--- config.mk ---
export PLATFORM = sky130hd
export DESIGN_NAME = sound_sequencer
export DESIGN_NICKNAME = d
export VERILOG_FILES = /design/src/rtl/sound_sequencer.sv
export SDC_FILE = /design/constraint.sdc
export NUM_CORES = 1
export LEC_CHECK = 0
export CAP_MARGIN = 20
export CORE_ASPECT_RATIO = 0.75
export CORE_UTILIZATION = 54
export DETAILED_ROUTE_END_ITERATION = 8
export GPL_TIMING_DRIVEN = 0
export PLACE_DENSITY = 0.76
export SLEW_MARGIN = 20
export SYNTH_ARGS = -nofsm -noshare
export SYNTH_HDL_FRONTEND = slang
export SYNTH_SLANG_ARGS = --single-unit
--- constraint.sdc ---
create_clock -name clk -period 5.3 [get_ports clk]
set_input_delay 0.795 -clock clk [delete_from_list [all_inputs] [get_ports clk]]
set_output_delay 0.795 -clock clk [all_outputs]
set_load 0.005 [all_outputs]
--- src/rtl/sound_sequencer.sv ---
`default_nettype none
// +--------------------------------------------------------------------------+
// | Module      : sound_sequencer                                            |
// | Description : Note FIFO plus duration timer feeding the sound block.     |
// |               The CPU pushes (divisor, duration) pairs. The sequencer    |
// |               plays them in order by driving max_count and pulsing       |
// |               latch_max_count, so a whole melody can be queued at once.  |
// | Option      : SOUND_SEQ_GAP_EN inserts a silent gap of GAP_TICKS ticks   |
// |               after every note so repeated notes are articulated.        |
// | Ports       : clk, rst_async_n      clock, async active-low reset        |
// |               note_divisor/duration note to enqueue (divisor 0 = rest)   |
// |               note_push, flush       1-cycle command strobes             |
// |               note_full, note_count  FIFO status                         |
// |               overflow               1-cycle pulse on rejected push      |
// |               busy                   note or gap currently timing        |
// |               max_count, latch_max_count  sound block interface          |
// | Revision    : 1.0  initial release                                       |
// +--------------------------------------------------------------------------+
module sound_sequencer #(
    parameter int FIFO_DEPTH = 8,
    parameter int TICK_DIV   = 50000,
    parameter int DUR_W      = 12,
    parameter int GAP_TICKS  = 20
) (
    input  logic                          clk,
    input  logic                          rst_async_n,
    input  logic [25:0]                   note_divisor,
    input  logic [DUR_W-1:0]              note_duration,
    input  logic                          note_push,
    input  logic                          flush,
    output logic                          note_full,
    output logic [$clog2(FIFO_DEPTH):0]   note_count,
    output logic                          overflow,
    output logic                          busy,
    output logic [25:0]                   max_count,
    output logic                          latch_max_count
);

    localparam int c_aw = $clog2(FIFO_DEPTH);
    localparam int c_cw = c_aw + 1;
    localparam int c_pw = $clog2(TICK_DIV);
    localparam int c_ew = 26 + DUR_W;

    localparam logic [c_cw-1:0] c_depth     = c_cw'(FIFO_DEPTH);
    localparam logic [c_pw-1:0] c_tick_last = c_pw'(TICK_DIV - 1);

    localparam logic [1:0] c_st_idle = 2'd0;
    localparam logic [1:0] c_st_play = 2'd1;
`ifdef SOUND_SEQ_GAP_EN
    localparam logic [1:0] c_st_gap  = 2'd2;
`endif

    // ------------------------------------------------------------------
    // Registers
    // ------------------------------------------------------------------
    logic [c_ew-1:0]  r_mem [FIFO_DEPTH];
    logic [c_aw-1:0]  r_wr_ptr;
    logic [c_aw-1:0]  r_rd_ptr;
    logic [c_cw-1:0]  r_count;
    logic             r_full;
    logic             r_overflow;
    logic [1:0]       r_state;
    logic             r_busy;
    logic [c_pw-1:0]  r_prescaler;
    logic [DUR_W-1:0] r_remaining;
    logic [25:0]      r_max_count;
    logic             r_latch;

    // ------------------------------------------------------------------
    // Combinational signals
    // ------------------------------------------------------------------
    logic [c_ew-1:0]  w_head;
    logic [25:0]      w_head_div;
    logic [DUR_W-1:0] w_head_dur;
    logic             w_empty;
    logic             w_push_ok;
    logic [c_cw-1:0]  w_count_nxt;
    logic             w_note_end;
    logic [1:0]       w_state_nxt;
    logic             w_pop;
    logic             w_load;
    logic             w_silence;
    logic             w_zero_rem;
    logic             w_advance;
`ifdef SOUND_SEQ_GAP_EN
    logic             w_gap_enter;
`endif

    assign w_head     = r_mem[r_rd_ptr];
    assign w_head_div = w_head[c_ew-1:DUR_W];
    assign w_head_dur = w_head[DUR_W-1:0];
    assign w_empty    = (r_count == '0);

    // A push into a full FIFO still fits if the sequencer pops the same cycle.
    assign w_push_ok  = note_push && !flush && (!r_full || w_pop);

    // remaining == 0 only occurs after a zero-duration entry was discarded
    // mid-sequence; it forces a fresh end-of-note evaluation next cycle.
    assign w_note_end = (r_remaining == '0) ||
                        ((r_prescaler == c_tick_last) && (r_remaining == DUR_W'(1)));

    always_comb begin
        w_count_nxt = r_count;
        if (w_push_ok && !w_pop) begin
            w_count_nxt = r_count + 1'b1;
        end else if (!w_push_ok && w_pop) begin
            w_count_nxt = r_count - 1'b1;
        end
    end

    // ------------------------------------------------------------------
    // Next-state / control decode
    // ------------------------------------------------------------------
    always_comb begin
        w_state_nxt = r_state;
        w_pop       = 1'b0;
        w_load      = 1'b0;
        w_silence   = 1'b0;
        w_zero_rem  = 1'b0;
        w_advance   = 1'b0;
`ifdef SOUND_SEQ_GAP_EN
        w_gap_enter = 1'b0;
`endif
        if (flush) begin
            w_state_nxt = c_st_idle;
        end else begin
            case (r_state)
                c_st_idle: begin
                    if (!w_empty) begin
                        w_pop = 1'b1;
                        if (w_head_dur != '0) begin
                            w_load      = 1'b1;
                            w_state_nxt = c_st_play;
                        end
                    end
                end
                c_st_play: begin
                    if (w_note_end) begin
`ifdef SOUND_SEQ_GAP_EN
                        w_gap_enter = 1'b1;
                        // A rest is already silent; avoid a redundant 0 pulse.
                        w_silence   = (r_max_count != '0);
                        w_state_nxt = c_st_gap;
`else
                        w_advance   = 1'b1;
`endif
                    end
                end
`ifdef SOUND_SEQ_GAP_EN
                c_st_gap: begin
                    if (w_note_end) begin
                        w_advance = 1'b1;
                    end
                end
`endif
                default: begin
                    w_state_nxt = c_st_idle;
                end
            endcase

            // End of a timed interval: chain straight into the next note.
            if (w_advance) begin
                if (!w_empty) begin
                    w_pop = 1'b1;
                    if (w_head_dur != '0) begin
                        w_load      = 1'b1;
                        w_state_nxt = c_st_play;
                    end else begin
                        w_zero_rem  = 1'b1;
                    end
                end else begin
                    w_state_nxt = c_st_idle;
`ifndef SOUND_SEQ_GAP_EN
                    w_silence   = 1'b1;
`endif
                end
            end
        end
    end

    // ------------------------------------------------------------------
    // FIFO storage (no reset needed: validity is tracked by r_count)
    // ------------------------------------------------------------------
    always_ff @(posedge clk) begin
        if (w_push_ok) begin
            r_mem[r_wr_ptr] <= {note_divisor, note_duration};
        end
    end

    // ------------------------------------------------------------------
    // State, FIFO pointers, timer and outputs
    // ------------------------------------------------------------------
    always_ff @(posedge clk or negedge rst_async_n) begin
        if (!rst_async_n) begin
            r_state     <= c_st_idle;
            r_busy      <= 1'b0;
            r_wr_ptr    <= '0;
            r_rd_ptr    <= '0;
            r_count     <= '0;
            r_full      <= 1'b0;
            r_overflow  <= 1'b0;
            r_prescaler <= '0;
            r_remaining <= '0;
            r_max_count <= '0;
            r_latch     <= 1'b0;
        end else begin
            r_state    <= w_state_nxt;
            r_busy     <= (w_state_nxt != c_st_idle);
            r_overflow <= note_push && !flush && r_full && !w_pop;

            if (flush) begin
                r_wr_ptr    <= '0;
                r_rd_ptr    <= '0;
                r_count     <= '0;
                r_full      <= 1'b0;
                r_prescaler <= '0;
                r_remaining <= '0;
                r_max_count <= '0;
                r_latch     <= 1'b1;
            end else begin
                if (w_push_ok) begin
                    r_wr_ptr <= r_wr_ptr + 1'b1;
                end
                if (w_pop) begin
                    r_rd_ptr <= r_rd_ptr + 1'b1;
                end
                r_count <= w_count_nxt;
                r_full  <= (w_count_nxt == c_depth);

                r_latch <= w_load || w_silence;
                if (w_load) begin
                    r_max_count <= w_head_div;
                end else if (w_silence) begin
                    r_max_count <= '0;
                end

                if (w_load) begin
                    r_prescaler <= '0;
                    r_remaining <= w_head_dur;
`ifdef SOUND_SEQ_GAP_EN
                end else if (w_gap_enter) begin
                    r_prescaler <= '0;
                    r_remaining <= DUR_W'(GAP_TICKS);
`endif
                end else if (w_zero_rem) begin
                    r_remaining <= '0;
                end else if (r_state != c_st_idle) begin
                    if (r_prescaler == c_tick_last) begin
                        r_prescaler <= '0;
                        if (r_remaining != '0) begin
                            r_remaining <= r_remaining - 1'b1;
                        end
                    end else begin
                        r_prescaler <= r_prescaler + 1'b1;
                    end
                end
            end
        end
    end

    assign note_full       = r_full;
    assign note_count      = r_count;
    assign overflow        = r_overflow;
    assign busy            = r_busy;
    assign max_count       = r_max_count;
    assign latch_max_count = r_latch;

endmodule
`default_nettype wire
======== After elaboration in Yosys (flattened, before gate mapping) ========
Memory sizes are Yosys's and may differ from the RTL's.
Cells that the tools add are included.
storage, ports and cells
  bits in registers ....................... 70
  bits in latches ......................... 0
  bits in writable memories ............... 304
  memory bits (read-only) ................. 0
  input port bits ......................... 42
  output and inout port bits .............. 34
  word-level logic and storage cells ...... 107
  memories kept ........................... 1
memories
  memory  words  width  read ports  clocked after memory_dff  write ports  RTL line  text
  r_mem   8      38     1           0                         1            56        logic [c_ew-1:0] r_mem [FIFO_DEPTH];
operators by class
  add/sub/neg operators ................... 6
  $mul .................................... 0
  div/mod/pow operators ................... 0
  order comparisons ....................... 0
  eq/ne operators ......................... 5
  shift operators ......................... 0
  muxes and demuxes ....................... 54
  bitwise gates (word level) .............. 0
  reductions and logical operators ........ 30
operator list
  kind                                                                   count
  16-bit two-way mux                                                     5
  26-bit two-way mux                                                     3
  12-bit two-way mux                                                     6
  1-bit two-way mux                                                      26
  12-bit nonzero test                                                    2
  16-bit by 1-bit adder with 16-bit output (second input constant)       1
  16-bit == test (second input constant)                                 1
  12-bit by 1-bit == test with 1-bit output (second input constant)      1
  12-bit logical NOT                                                     1
  2-bit two-way mux                                                      6
  3-bit two-way mux                                                      4
  4-bit two-way mux                                                      3
  4-bit nonzero test                                                     3
  12-bit by 1-bit subtractor with 12-bit output (second input constant)  1
  2-bit nonzero test                                                     4
  1-bit logical AND                                                      7
  3-bit by 1-bit adder with 3-bit output (second input constant)         2
  3-bit nonzero test                                                     2
  4-bit by 1-bit adder with 4-bit output (second input constant)         1
  4-bit == test (second input constant)                                  1
  1-bit logical NOT                                                      4
  4-bit logical NOT                                                      1
  2-bit case mux with 2 select lines                                     1
  4-bit by 1-bit subtractor with 4-bit output (second input constant)    1
  other kinds (6)                                                        8

======== Depth between registers and ports, before layout ========
Gate-level depths: netlist of run 1.
  depth in word-level cells ............... 16
  gate-level depth with buffers ........... 12
  depth with buffers taken out ............ 9

======== Least setup slack after synthesis of run 1 ========
OpenSTA, ideal clock, no wires.
  path kind ............................... register to register
  start ................................... reg r_remaining[7]
  end ..................................... mem r_mem[0][0] in the netlist's numbering (enable)
  library setup time ...................... 480 ps
  data arrival time ....................... 4,717 ps
  required time ........................... 4,820 ps
  slack ................................... 103 ps
  stages on the path, launching flop included .. 8
  path buffers ............................ 0
  clock period less this slack ............ 5,197 ps
  cell sequence ........................... dfrtp_1 or4_1 nor4_1 a311oi_1 nand2b_1 a21oi_1 nand2b_1 nor3_1
between the ends
  longest elaborated chain between the ends .. 12
  elaborated cells between the ends (all ways) .. 13
  those cells by class .................... 1 x eq/ne; 7 x mux; 5 x reduce/logical
ends and longest elaborated chain
  what                                       RTL line  text
  start: declaration                         65        logic [DUR_W-1:0] r_remaining;
  start signal: assignment                   239       r_remaining <= w_head_dur;
  start signal: assignment                   251       r_remaining <= r_remaining - 1'b1;
  12-bit by 1-bit == test with 1-bit output  100       ((r_prescaler == c_tick_last) && (r_remaining == DUR_W'(1)));
  1-bit logical AND                          100
  1-bit logical OR *                         99        assign w_note_end = (r_remaining == '0) ||
  1-bit two-way mux *                        138       if (w_note_end) begin
  1-bit two-way mux *                        127       case (r_state)
  1-bit two-way mux *                        124       if (flush) begin
  1-bit two-way mux *                        162       if (w_advance) begin
  1-bit two-way mux *                        124
  1-bit logical OR *                         95        assign w_push_ok = note_push && !flush && (!r_full || w_pop);
  1-bit logical AND *                        95
  1-bit two-way mux *                        185       if (w_push_ok) begin
  1-bit two-way mux (implied by the code) *  186       r_mem[r_wr_ptr] <= {note_divisor, note_duration};
  end: declaration                           56
Mark *: on every way between the ends. The rest lies on a longest branch, timed or not. The select of a mux whose other input is x is not followed.

======== Final worst setup path of run 1 ========
  start ................................... reg r_remaining[2]
  end ..................................... mem r_mem[1][17] in the netlist's numbering (enable)
Same word-level chain as after synthesis.

==> results.tsv, run 1 <==
metric	value	unit
Yosys cell types	55	
setup repair after global routing missed its margin	no	
Worst IR Drop VDD	0.223	mV
power density over the cells	384	mW/mm^2
switching share of power	0.246	
async set-or-reset flop fraction in the synthesized netlist	0.187	
width of the chip	195	microns
number of warnings reported in the yosys synthesis log	0	
routed via count divided by cell count	6.12	
Pint	5.15	mW
clock slew at the register clock pins of the worst setup and hold paths	0.06	ns
sum of negative setup slack	0	ns
mean post-synth cell area	18.4	sq um
DR vias	8144	
Largest stage delay, worst path	0.67	ns
combinational share of power	0.156	
count of flip-flops with a built-in enable after synthesis	304	
insertion delay to the later sink of the worst-skew pair	0.53	ns
max capacitance violation total	0	
CTS Root Buffer Type	clkbuf_16	
Final Hold Slack	0.244	ns
endpoints failing setup	0	
Final Core Density	0.655	
buffers from clock root to sink, at most	3	
leakage power total	5.93	nW
Initial Util	0.554	
clock power share	0.347	
number of buffers added for setup after CTS	0	
post-route total power	6.83	mW
dpl cell area	0.0167	sq mm
Critical-path top delay cell	nor3_2	
number of iterations in the first detailed-routing pass	5	
number of instances in the placed design	1267	
total routed wirelength	31700	microns
type of destination of the critical path	flip-flop	
Flop pwr share	0.497	
number of gates resized after cts	0	
Ports	76	
Avg WL per Cell	23.8	microns
CTS tree	yes	
Cell Rows	52	
CP cell instances	or4_1 > nor4_1 > a311oi_1 > nand2b_1 > a21oi_1 > nand2_1 > nor3_2 > buf_4 > buf_6 > buf_6	
commonest cells after routing, fill and taps aside	304 x edfxtp_1, 73 x mux4_2, 73 x clkdlybuf4s50_1	
share of cells above drive strength 1	0.196	
flip-flop and latch count after synthesis	374	
sink count of the clock tree	374	
path class of the lowest-slack min-delay path	in2async	
area growth from synthesis to final layout	18.1	%
max-slew violation total from the final report	0	
Gate Count Post-Synth	819	
synthesized area	0.0151	sq mm
post-route non-filler standard cell count	1331	
critical path class	reg2reg	
data required time at the worst endpoint	5.53	ns
Buffers & Inverters on Critical Path	3	
core area	0.0272	sq mm
number of H-tree branching levels	2	
CTS Hold Bufs	0	
switching power total	1.68	mW
Final ANT Viol Nets	0	
number of hold violations in the final report	0	
critical path data arrival time	4.61	ns
proportion of synthesized chip area in sequential cells	0.722	
largest fanout of any net on the critical path	8	
DIE AREA	0.0286	sq mm
upper clock frequency limit	228	MHz
final worst slack	0.923	ns
GPL Wtd Cong	0.884	
largest net degree at the start of global routing	37	
final clock period utilization by the worst path	0.826	
transition time at the pin with the least slew margin	0.959	ns
depth of the worst register-to-register path	10	
GRT Residual Overflow	0	
antenna violations before repair	0	
height of the chip	147	microns
NumNets Final	1004	
quantity of I/O buffers inserted on ports	74	
number of global-route vias before repair	8209	
Critical Path Most Common Cell	buf_6	
DRC violations left	0	
Critical Path Start Type	flip-flop	
result of the run	completed	
synthesized net count	869	
antenna cells	0	
category of cells accounting for the largest share of critical-path delay	simple AND/OR/NAND/NOR gates	
top_reg_cell synth	edfxtp_1	
most common library cell in the layout ignoring fill and taps	edfxtp_1	
Detailed Place HPWL	20800	microns
GRT Util Overall	0.230	
initial detailed-routing violation count	702	
Slew HR	0.361	
number of buffers created by CTS	36	
Post-Place Setup Slack	1.11	ns
logic depth of the worst path, buffers included	10	
Layout Cell Area excl Fill	0.0178	sq mm
global-route wire length before repair	49100	microns
clock skew after layout	0.0170	ns
clock period minus worst slack	4.38	ns
==> cell type report <==
class	count	area [sq um]
sequential	374	10900
fill	1779	9390
multi-input combinational	392	3990
timing repair buffer	97	1170
clock buffer	48	956
tap	351	439
buffer	40	205
clock inverter	16	113
inverter	13	48.8
==> kinds of logic after synthesis <==
logic type | after synthesis | synth area share
other | 1 | 0.000249
AO/OA/AOI/OAI | 111 | 0.0516
adder cells (fa/ha/maj) | 8 | 0.00664
AND/OR/NAND/NOR | 127 | 0.0459
XOR/XNOR | 18 | 0.0105
buffers and inverters | 53 | 0.0169
flip-flops | 374 | 0.722
multiplexers | 127 | 0.146
==> worst reg2reg max path: stages, from the launching register on <==
cell and delay, ns:
dfrtp_1 0.44, or4_1 0.64, nor4_1 0.56, a311oi_1 0.22, nand2b_1 0.29, a21oi_1 0.31, nand2_1 0.28, nor3_2 0.67
buf_4 0.33, buf_6 0.18, buf_6 0.16
==> power groups by stage <==
stage,combinational [mW],clock [mW],sequential (mW)
after detailed placement,1.06,0,3.45
after global routing,1.16,2.51,3.41
after floorplan,0.718,0,3.43
after global placement,1.01,0,3.45
after CTS,1.07,2.41,3.39
final,1.06,2.37,3.40
==> path summary, 6_finish.rpt <==
kind	startpoint	endpoint	slack, ns
hold reg to reg	max_count[22]$_DFFE_PN0P_	max_count[22]$_DFFE_PN0P_	0.48
setup reg to reg	r_remaining[2]$_DFFE_PN0P_	r_mem[1][17]$_DFFE_PP_	0.92
min in group clk	max_count[22]$_DFFE_PN0P_	max_count[22]$_DFFE_PN0P_	0.48
hold / removal	rst_async_n	r_prescaler[8]$_DFFE_PN0P_	0.24
max in group asynchronous	rst_async_n	max_count[3]$_DFFE_PN0P_	4.46
setup / recovery	r_remaining[2]$_DFFE_PN0P_	r_mem[1][17]$_DFFE_PP_	0.92
==> flip-flops by register name (all words and copies together), names as in the netlist <==
name / flops
latch_max_count: 1
r_mem: 304
r_rd_ptr: 3
overflow: 1
r_prescaler: 16
note_count: 4
r_remaining: 12
r_state: 2
max_count: 26
note_full: 1
r_wr_ptr: 3
busy: 1
==> synth_stat cells, types with 2 or more instances <==
library cell,n,area share
or3_1,12,0.0050
a22o_1,11,0.0064
and2_1,3,0.0012
o2bb2ai_1,26,0.015
nand3_1,11,0.0037
buf_4,2,0.0010
edfxtp_1,304,0.61
buf_2,14,0.0046
nand2b_1,8,0.0033
mux2_2,16,0.012
mux4_2,73,0.11
or4_1,7,0.0035
mux2i_1,38,0.025
o31ai_1,4,0.0020
nor3_1,6,0.0020
nor4_1,5,0.0021
dfrtp_1,70,0.12
o21ai_0,14,0.0046
nand4_1,5,0.0021
and3_1,3,0.0012
nor2_1,35,0.0087
nand2_1,19,0.0047
a21o_1,6,0.0030
nor4b_1,2,0.0012
buf_6,4,0.0030
ha_1,8,0.0066
o22ai_1,5,0.0021
o21bai_1,2,0.0010
a21oi_1,29,0.0096
xor2_1,7,0.0041
clkbuf_1,14,0.0035
o211ai_1,2,0.0010
a211oi_1,2,0.0010
inv_1,13,0.0032
or2_2,2,0.00083
nor4bb_1,2,0.0013
buf_1,6,0.0015
xnor2_1,11,0.0064
a22oi_1,2,0.0010
==> routing by layer <==
layer,vias to the layer above,global-route usage,part of all wire
li1,3581,-,-
met1,4211,0.342,0.46
met3,44,0.0490,0.069
met5,-,0,0
met4,0,0.0539,0.017
met2,308,0.351,0.46
Power figures use the tool's default switching activity.
==> run 2, diff against run 1 <==
==> constraint.sdc (replaced) <==
create_clock -name clk -period 4.01 [get_ports clk]
set_input_delay 0.6015 -clock clk [delete_from_list [all_inputs] [get_ports clk]]
set_output_delay 0.6015 -clock clk [all_outputs]
set_load 0.005 [all_outputs]
==> results.tsv, run 2 (synthesis gave the netlist of run 1 again) <==
metric	value	unit	change
antenna violations before repair	0		unchanged
commonest cells after routing, fill and taps aside	304 x edfxtp_1, 73 x mux4_2, 73 x clkdlybuf4s50_1		
clock slew at the register clock pins of the worst setup and hold paths	0.07	ns	about the same
endpoints failing setup	0		unchanged
height of the chip	147	microns	unchanged
number of global-route vias before repair	8202		-0.085%
routed via count divided by cell count	6.16		+0.67%
clock period minus worst slack	3.88	ns	-0.500 ns
GPL Wtd Cong	0.855		-3.2%
Worst R2R Setup Slack	0.13	ns	-0.79 ns
sink count of the clock tree	374		unchanged
insertion delay to the later sink of the worst-skew pair	0.52	ns	about the same
quantity of I/O buffers inserted on ports	74		unchanged
post-route non-filler standard cell count	1341		+0.75%
Initial Util	0.554		unchanged
Critical-path top delay cell	or4_1		
antenna cells	0		unchanged
largest fanout of any net on the critical path	13		+5
critical path data arrival time	4.09	ns	-0.52 ns
Avg WL per Cell	24.1	microns	+1.4%
setup repair after global routing missed its margin	no		
NumNets Final	1015		+1.1%
final clock period utilization by the worst path	0.967		+0.141
total routed wirelength	32400	microns	+2.2%
GRT Residual Overflow	0		unchanged
launch point of the worst reg-to-reg path	r_remaining[6]$_DFFE_PN0P_		
most common library cell in the layout ignoring fill and taps	edfxtp_1		
clock skew after layout	0.0234	ns	+0.00643 ns
number of iterations in the first detailed-routing pass	5		unchanged
number of hold violations in the final report	0		unchanged
fillers	1803		+1.3%
Post-Place Setup Slack	-0.0437	ns	-1.15 ns
Critical Path Start Type	flip-flop		
share of cells above drive strength 1	0.213		+0.0172
type of destination of the critical path	flip-flop		
data required time at the worst endpoint	4.22	ns	-1.31 ns
CTS Hold Bufs	0		unchanged
initial detailed-routing violation count	850		+21%
Detailed Place HPWL	20900	microns	+0.56%
number of instances in the placed design	1261		-0.47%
width of the chip	195	microns	unchanged
DR vias	8260		+1.4%
max-slew violation total from the final report	0		unchanged
critical path class	reg2reg		
Worst IR Drop VDD	0.263	mV	+18%
final worst slack	0.134	ns	-0.790 ns
core area	0.0272	sq mm	unchanged
max capacitance violation total	0		unchanged
result of the run	completed		
Slew HR	0.291		-0.0696
largest net degree at the start of global routing	37		unchanged
leakage power total	6.03	nW	+1.7%
register with the most flip-flops	r_mem		
Cell Rows	52		unchanged
worst setup path start	r_remaining[6]$_DFFE_PN0P_		
CTS tree	yes		
path class of the lowest-slack min-delay path	in2async		
DRC violations left	0		unchanged
Final ANT Viol Nets	0		unchanged
transition time at the pin with the least slew margin	1.06	ns	+0.104 ns
number of buffers created by CTS	36		unchanged
CP cell instances	or4_1 > nor4_1 > a311oi_1 > nand2b_1 > a21oi_1 > nand2_1 > nor3_4 > buf_8 > buf_6		
upper clock frequency limit	258	MHz	+13%
Largest stage delay, worst path	0.61	ns	-0.06 ns
area growth from synthesis to final layout	19.5	%	
global-route wire length before repair	49300	microns	+0.37%
power density over the cells	516	mW/mm^2	+34%
GRT Util Overall	0.231		+0.00114
CTS Root Buffer Type	clkbuf_16		
buffers from clock root to sink, at most	3		unchanged
DIE AREA	0.0286	sq mm	unchanged
number of flip-flops under the largest register name	304		unchanged
Layout Cell Area excl Fill	0.0180	sq mm	+1.1%
number of H-tree branching levels	2		unchanged
dpl cell area	0.0167	sq mm	-0.37%
Ports	76		unchanged
run 2: power by group:
group	switching, mW	internal (mW)	leakage, nW
registers	0.124	4.36	3.70
logic	0.716	0.702	1.76
clock network	1.40	1.98	0.569
total	2.24	7.04	6.03
run 2: path summary, 6_finish.rpt:
check                           cells past startpoint                         end
worst min register to register                      1   max_count[20]$_DFFE_PN0P_
max in group asynchronous                           2    max_count[4]$_DFFE_PN0P_
worst max-delay path                                9      r_mem[1][19]$_DFFE_PP_
worst max register to register                      9      r_mem[1][19]$_DFFE_PP_
worst min-delay path                                1  r_prescaler[7]$_DFFE_PN0P_
min in group clk                                    1   max_count[20]$_DFFE_PN0P_
run 2: metrics by stage:
step	hold slack [ns]	utilization	power, mW	TNS, ns
global route	0.0915	0.662	9.61	0
global placement	0.469	0.598	5.91	-646.34
CTS	0.0671	0.657	9.33	0
floorplan	0.306	-	5.49	-38.98
detailed placement	0.473	0.613	5.97	-0.378
finish	0.0513	0.662	9.28	0
run 2: routing by layer:
metal	wire, microns	share of wire	vias up	track usage
li1	-	-	3605	-
met1	14300	0.44	4243	0.351
met2	15100	0.47	372	0.349
met3	2450	0.076	40	0.0441
met4	500	0.015	0	0.0535
met5	0	0	-	0
run 2: worst max-delay path: cells and delay by family (launching register included):
kind,cells,cell delay (ns)
simple gates,5,2.14
compound gates,2,0.52
buf+inv,2,0.46
flops,1,0.45
run 2: final cells by class:
| cell class | instances | area (sq um) | share of cell area |
|---|---|---|---|
| plain buffers | 39 | 204 | 0.0113 |
| clock buffers | 40 | 916 | 0.0509 |
| clock inverters | 23 | 255 | 0.0142 |
| inverters | 13 | 48.8 | 0.00271 |
| multi-input cells | 392 | 4000 | 0.222 |
| flip-flops and latches | 374 | 10900 | 0.604 |
| well taps | 351 | 439 | 0.0244 |
| repair buffers | 109 | 1260 | 0.0698 |
run 2: what timing repair did:
| action | 4_1_cts | 5_1_grt |
|---|---|---|
| setup buffers | 3 | 15 |
| pin swaps | 1 | 4 |
| resized for setup | 0 | 1 |
| setup endpoints to repair | 29 | 57 |
==> run 3, diff against run 2 <==
--- a/config.mk
+++ b/config.mk
@@ -7,6 +7,7 @@
 export LEC_CHECK = 0
 export CAP_MARGIN = 20
 export CORE_ASPECT_RATIO = 0.75
+export CORE_MARGIN = 10
 export CORE_UTILIZATION = 54
 export DETAILED_ROUTE_END_ITERATION = 8
 export GPL_TIMING_DRIVEN = 0
==> results.tsv, run 3 (synthesis gave the netlist of run 1 again) <==
metric	value	unit	change
result of the run	completed		
endpoints failing setup	0		unchanged
critical path data arrival time	4.17	ns	+0.08 ns
clock period minus worst slack	3.78	ns	-0.0971 ns
number of global-route vias before repair	8357		+1.9%
transition time at the pin with the least slew margin	0.973	ns	-0.0903 ns
Final ANT Viol Nets	0		unchanged
core area	0.0273	sq mm	+0.24%
setup repair after global routing missed its margin	no		
Layout Cell Area excl Fill	0.0180	sq mm	about the same
global-route wire length before repair	50800	microns	+3.0%
GRT Util Overall	0.191		-0.0400
type of destination of the critical path	flip-flop		
Worst IR Drop VDD	0.327	mV	+24%
clock skew after layout	0.0259	ns	+0.00244 ns
CTS Hold Bufs	0		unchanged
number of iterations in the first detailed-routing pass	6		+1
Ports	76		unchanged
number of buffers created by CTS	36		unchanged
commonest cells after routing, fill and taps aside	304 x edfxtp_1, 73 x mux4_2, 73 x clkdlybuf4s50_1		
buffers from clock root to sink, at most	3		unchanged
routed via count divided by cell count	6.16		about the same
sink count of the clock tree	374		unchanged
Final Core Density	0.660		-0.00176
height of the chip	165	microns	+12%
DRC violations left	0		unchanged
number of hold violations in the final report	0		unchanged
dpl cell area	0.0167	sq mm	about the same
area growth from synthesis to final layout	19.4	%	about the same
register with the most flip-flops	r_mem		
DIE AREA	0.0351	sq mm	+23%
critical path class	reg2reg		
path class of the lowest-slack min-delay path	in2async		
antenna violations before repair	3		+3
DR vias	8246		-0.17%
GRT Residual Overflow	0		unchanged
quantity of I/O buffers inserted on ports	74		unchanged
Detailed Place HPWL	21400	microns	+2.7%
total routed wirelength	33300	microns	+2.9%
width of the chip	213	microns	+9.2%
number of flip-flops under the largest register name	304		unchanged
max capacitance violation total	0		unchanged
Post-Place Setup Slack	0.0263	ns	+0.0700 ns
power density over the cells	520	mW/mm^2	+0.83%
final worst slack	0.231	ns	+0.0971 ns
Slew HR	0.352		+0.0602
Avg WL per Cell	24.9	microns	+3.1%
CTS Root Buffer Type	clkbuf_16		
Initial Util	0.553		-0.00132
final clock period utilization by the worst path	0.942		-0.0242
leakage power total	6.01	nW	-0.35%
upper clock frequency limit	265	MHz	+2.6%
most common library cell in the layout ignoring fill and taps	edfxtp_1		
Critical Path Start Type	flip-flop		
data required time at the worst endpoint	4.40	ns	+0.18 ns
max-slew violation total from the final report	0		unchanged
NumNets Final	1007		-0.79%
initial detailed-routing violation count	916		+7.8%
largest net degree at the start of global routing	43		+16%
insertion delay to the later sink of the worst-skew pair	0.52	ns	about the same
depth of the worst register-to-register path	13		+4
share of cells above drive strength 1	0.212		-0.000733
number of H-tree branching levels	2		unchanged
CTS tree	yes		
GPL Wtd Cong	0.830		-3.0%
Cell Rows	52		unchanged
largest fanout of any net on the critical path	10		-3
clock slew at the register clock pins of the worst setup and hold paths	0.07	ns	about the same
## run 3: changes by cell type in the layout (fill, tap and decap cells not counted), sizes merged
cell | before | now
buf | 60 | 52
clkbuf | 55 | 59
diode | 0 | 3
clkinv | 15 | 13
## run 3: final timing paths
kind                                           startpoint                         to  slack [ns]
worst max-delay path              r_rd_ptr[2]$_DFFE_PN0P_   max_count[5]$_DFFE_PN0P_        0.23
worst min-delay path                          rst_async_n   max_count[4]$_DFFE_PN0P_        0.04
worst max register to register    r_rd_ptr[2]$_DFFE_PN0P_   max_count[5]$_DFFE_PN0P_        0.23
worst min register to register  max_count[20]$_DFFE_PN0P_  max_count[20]$_DFFE_PN0P_        0.48
max in group asynchronous                     rst_async_n  max_count[14]$_DFFE_PN0P_        3.36
min in group clk                max_count[20]$_DFFE_PN0P_  max_count[20]$_DFFE_PN0P_        0.48
## run 3: metal layers
layer,track usage,up-vias,part of all wire
li1,-,3592,-
met1,0.273,4265,0.43
met2,0.300,345,0.48
met3,0.0350,44,0.075
met4,0.0453,0,0.013
met5,0,-,0
## run 3: through the flow
stage / total power, mW / hold WS, ns / TNS [ns] / std cells
global route: 9.71 / 0.0541 / 0 / 1337
detailed placement: 5.97 / 0.473 / 0 / 1261
global placement: 5.90 / 0.470 / -636.60 / 1244
CTS: 9.39 / 0.0531 / 0 / 1325
finish: 9.36 / 0.0387 / 0 / 1338
floorplan: 5.49 / 0.306 / -38.98 / 819
## run 3: area by class of cell
class                      count  area, sq um
antenna                        3         7.51
inverter                      13         48.8
tap                          351          439
clock inverter                21          245
buffer                        39          204
clock buffer                  44          961
sequential                   374        10900
timing repair buffer         101         1200
fill                        1765         9260
multi-input combinational    392         4010
## run 3: critical path, stage by stage (launching register included)
cell	delay (ns)
dfrtp_1	0.33
buf_2	0.24
buf_2	0.35
buf_2	0.41
mux4_2	0.37
mux2i_1	0.20
o211ai_1	0.22
nor4_4	0.30
buf_4	0.21
a211o_1	0.13
buf_4	0.20
buf_6	0.19
buf_2	0.33
o2bb2ai_1	0.13
## run 3: repair_timing
action | in CTS | in global routing
pin swaps | 0 | 3
gates resized for setup | 0 | 3
setup buffers | 0 | 10
setup endpoints to repair | 1 | 84
## run 3: report_power, final
part,internal (mW),switching (mW)
clock network,2.04,1.41
logic,0.700,0.717
registers,4.36,0.127
total,7.10,2.26
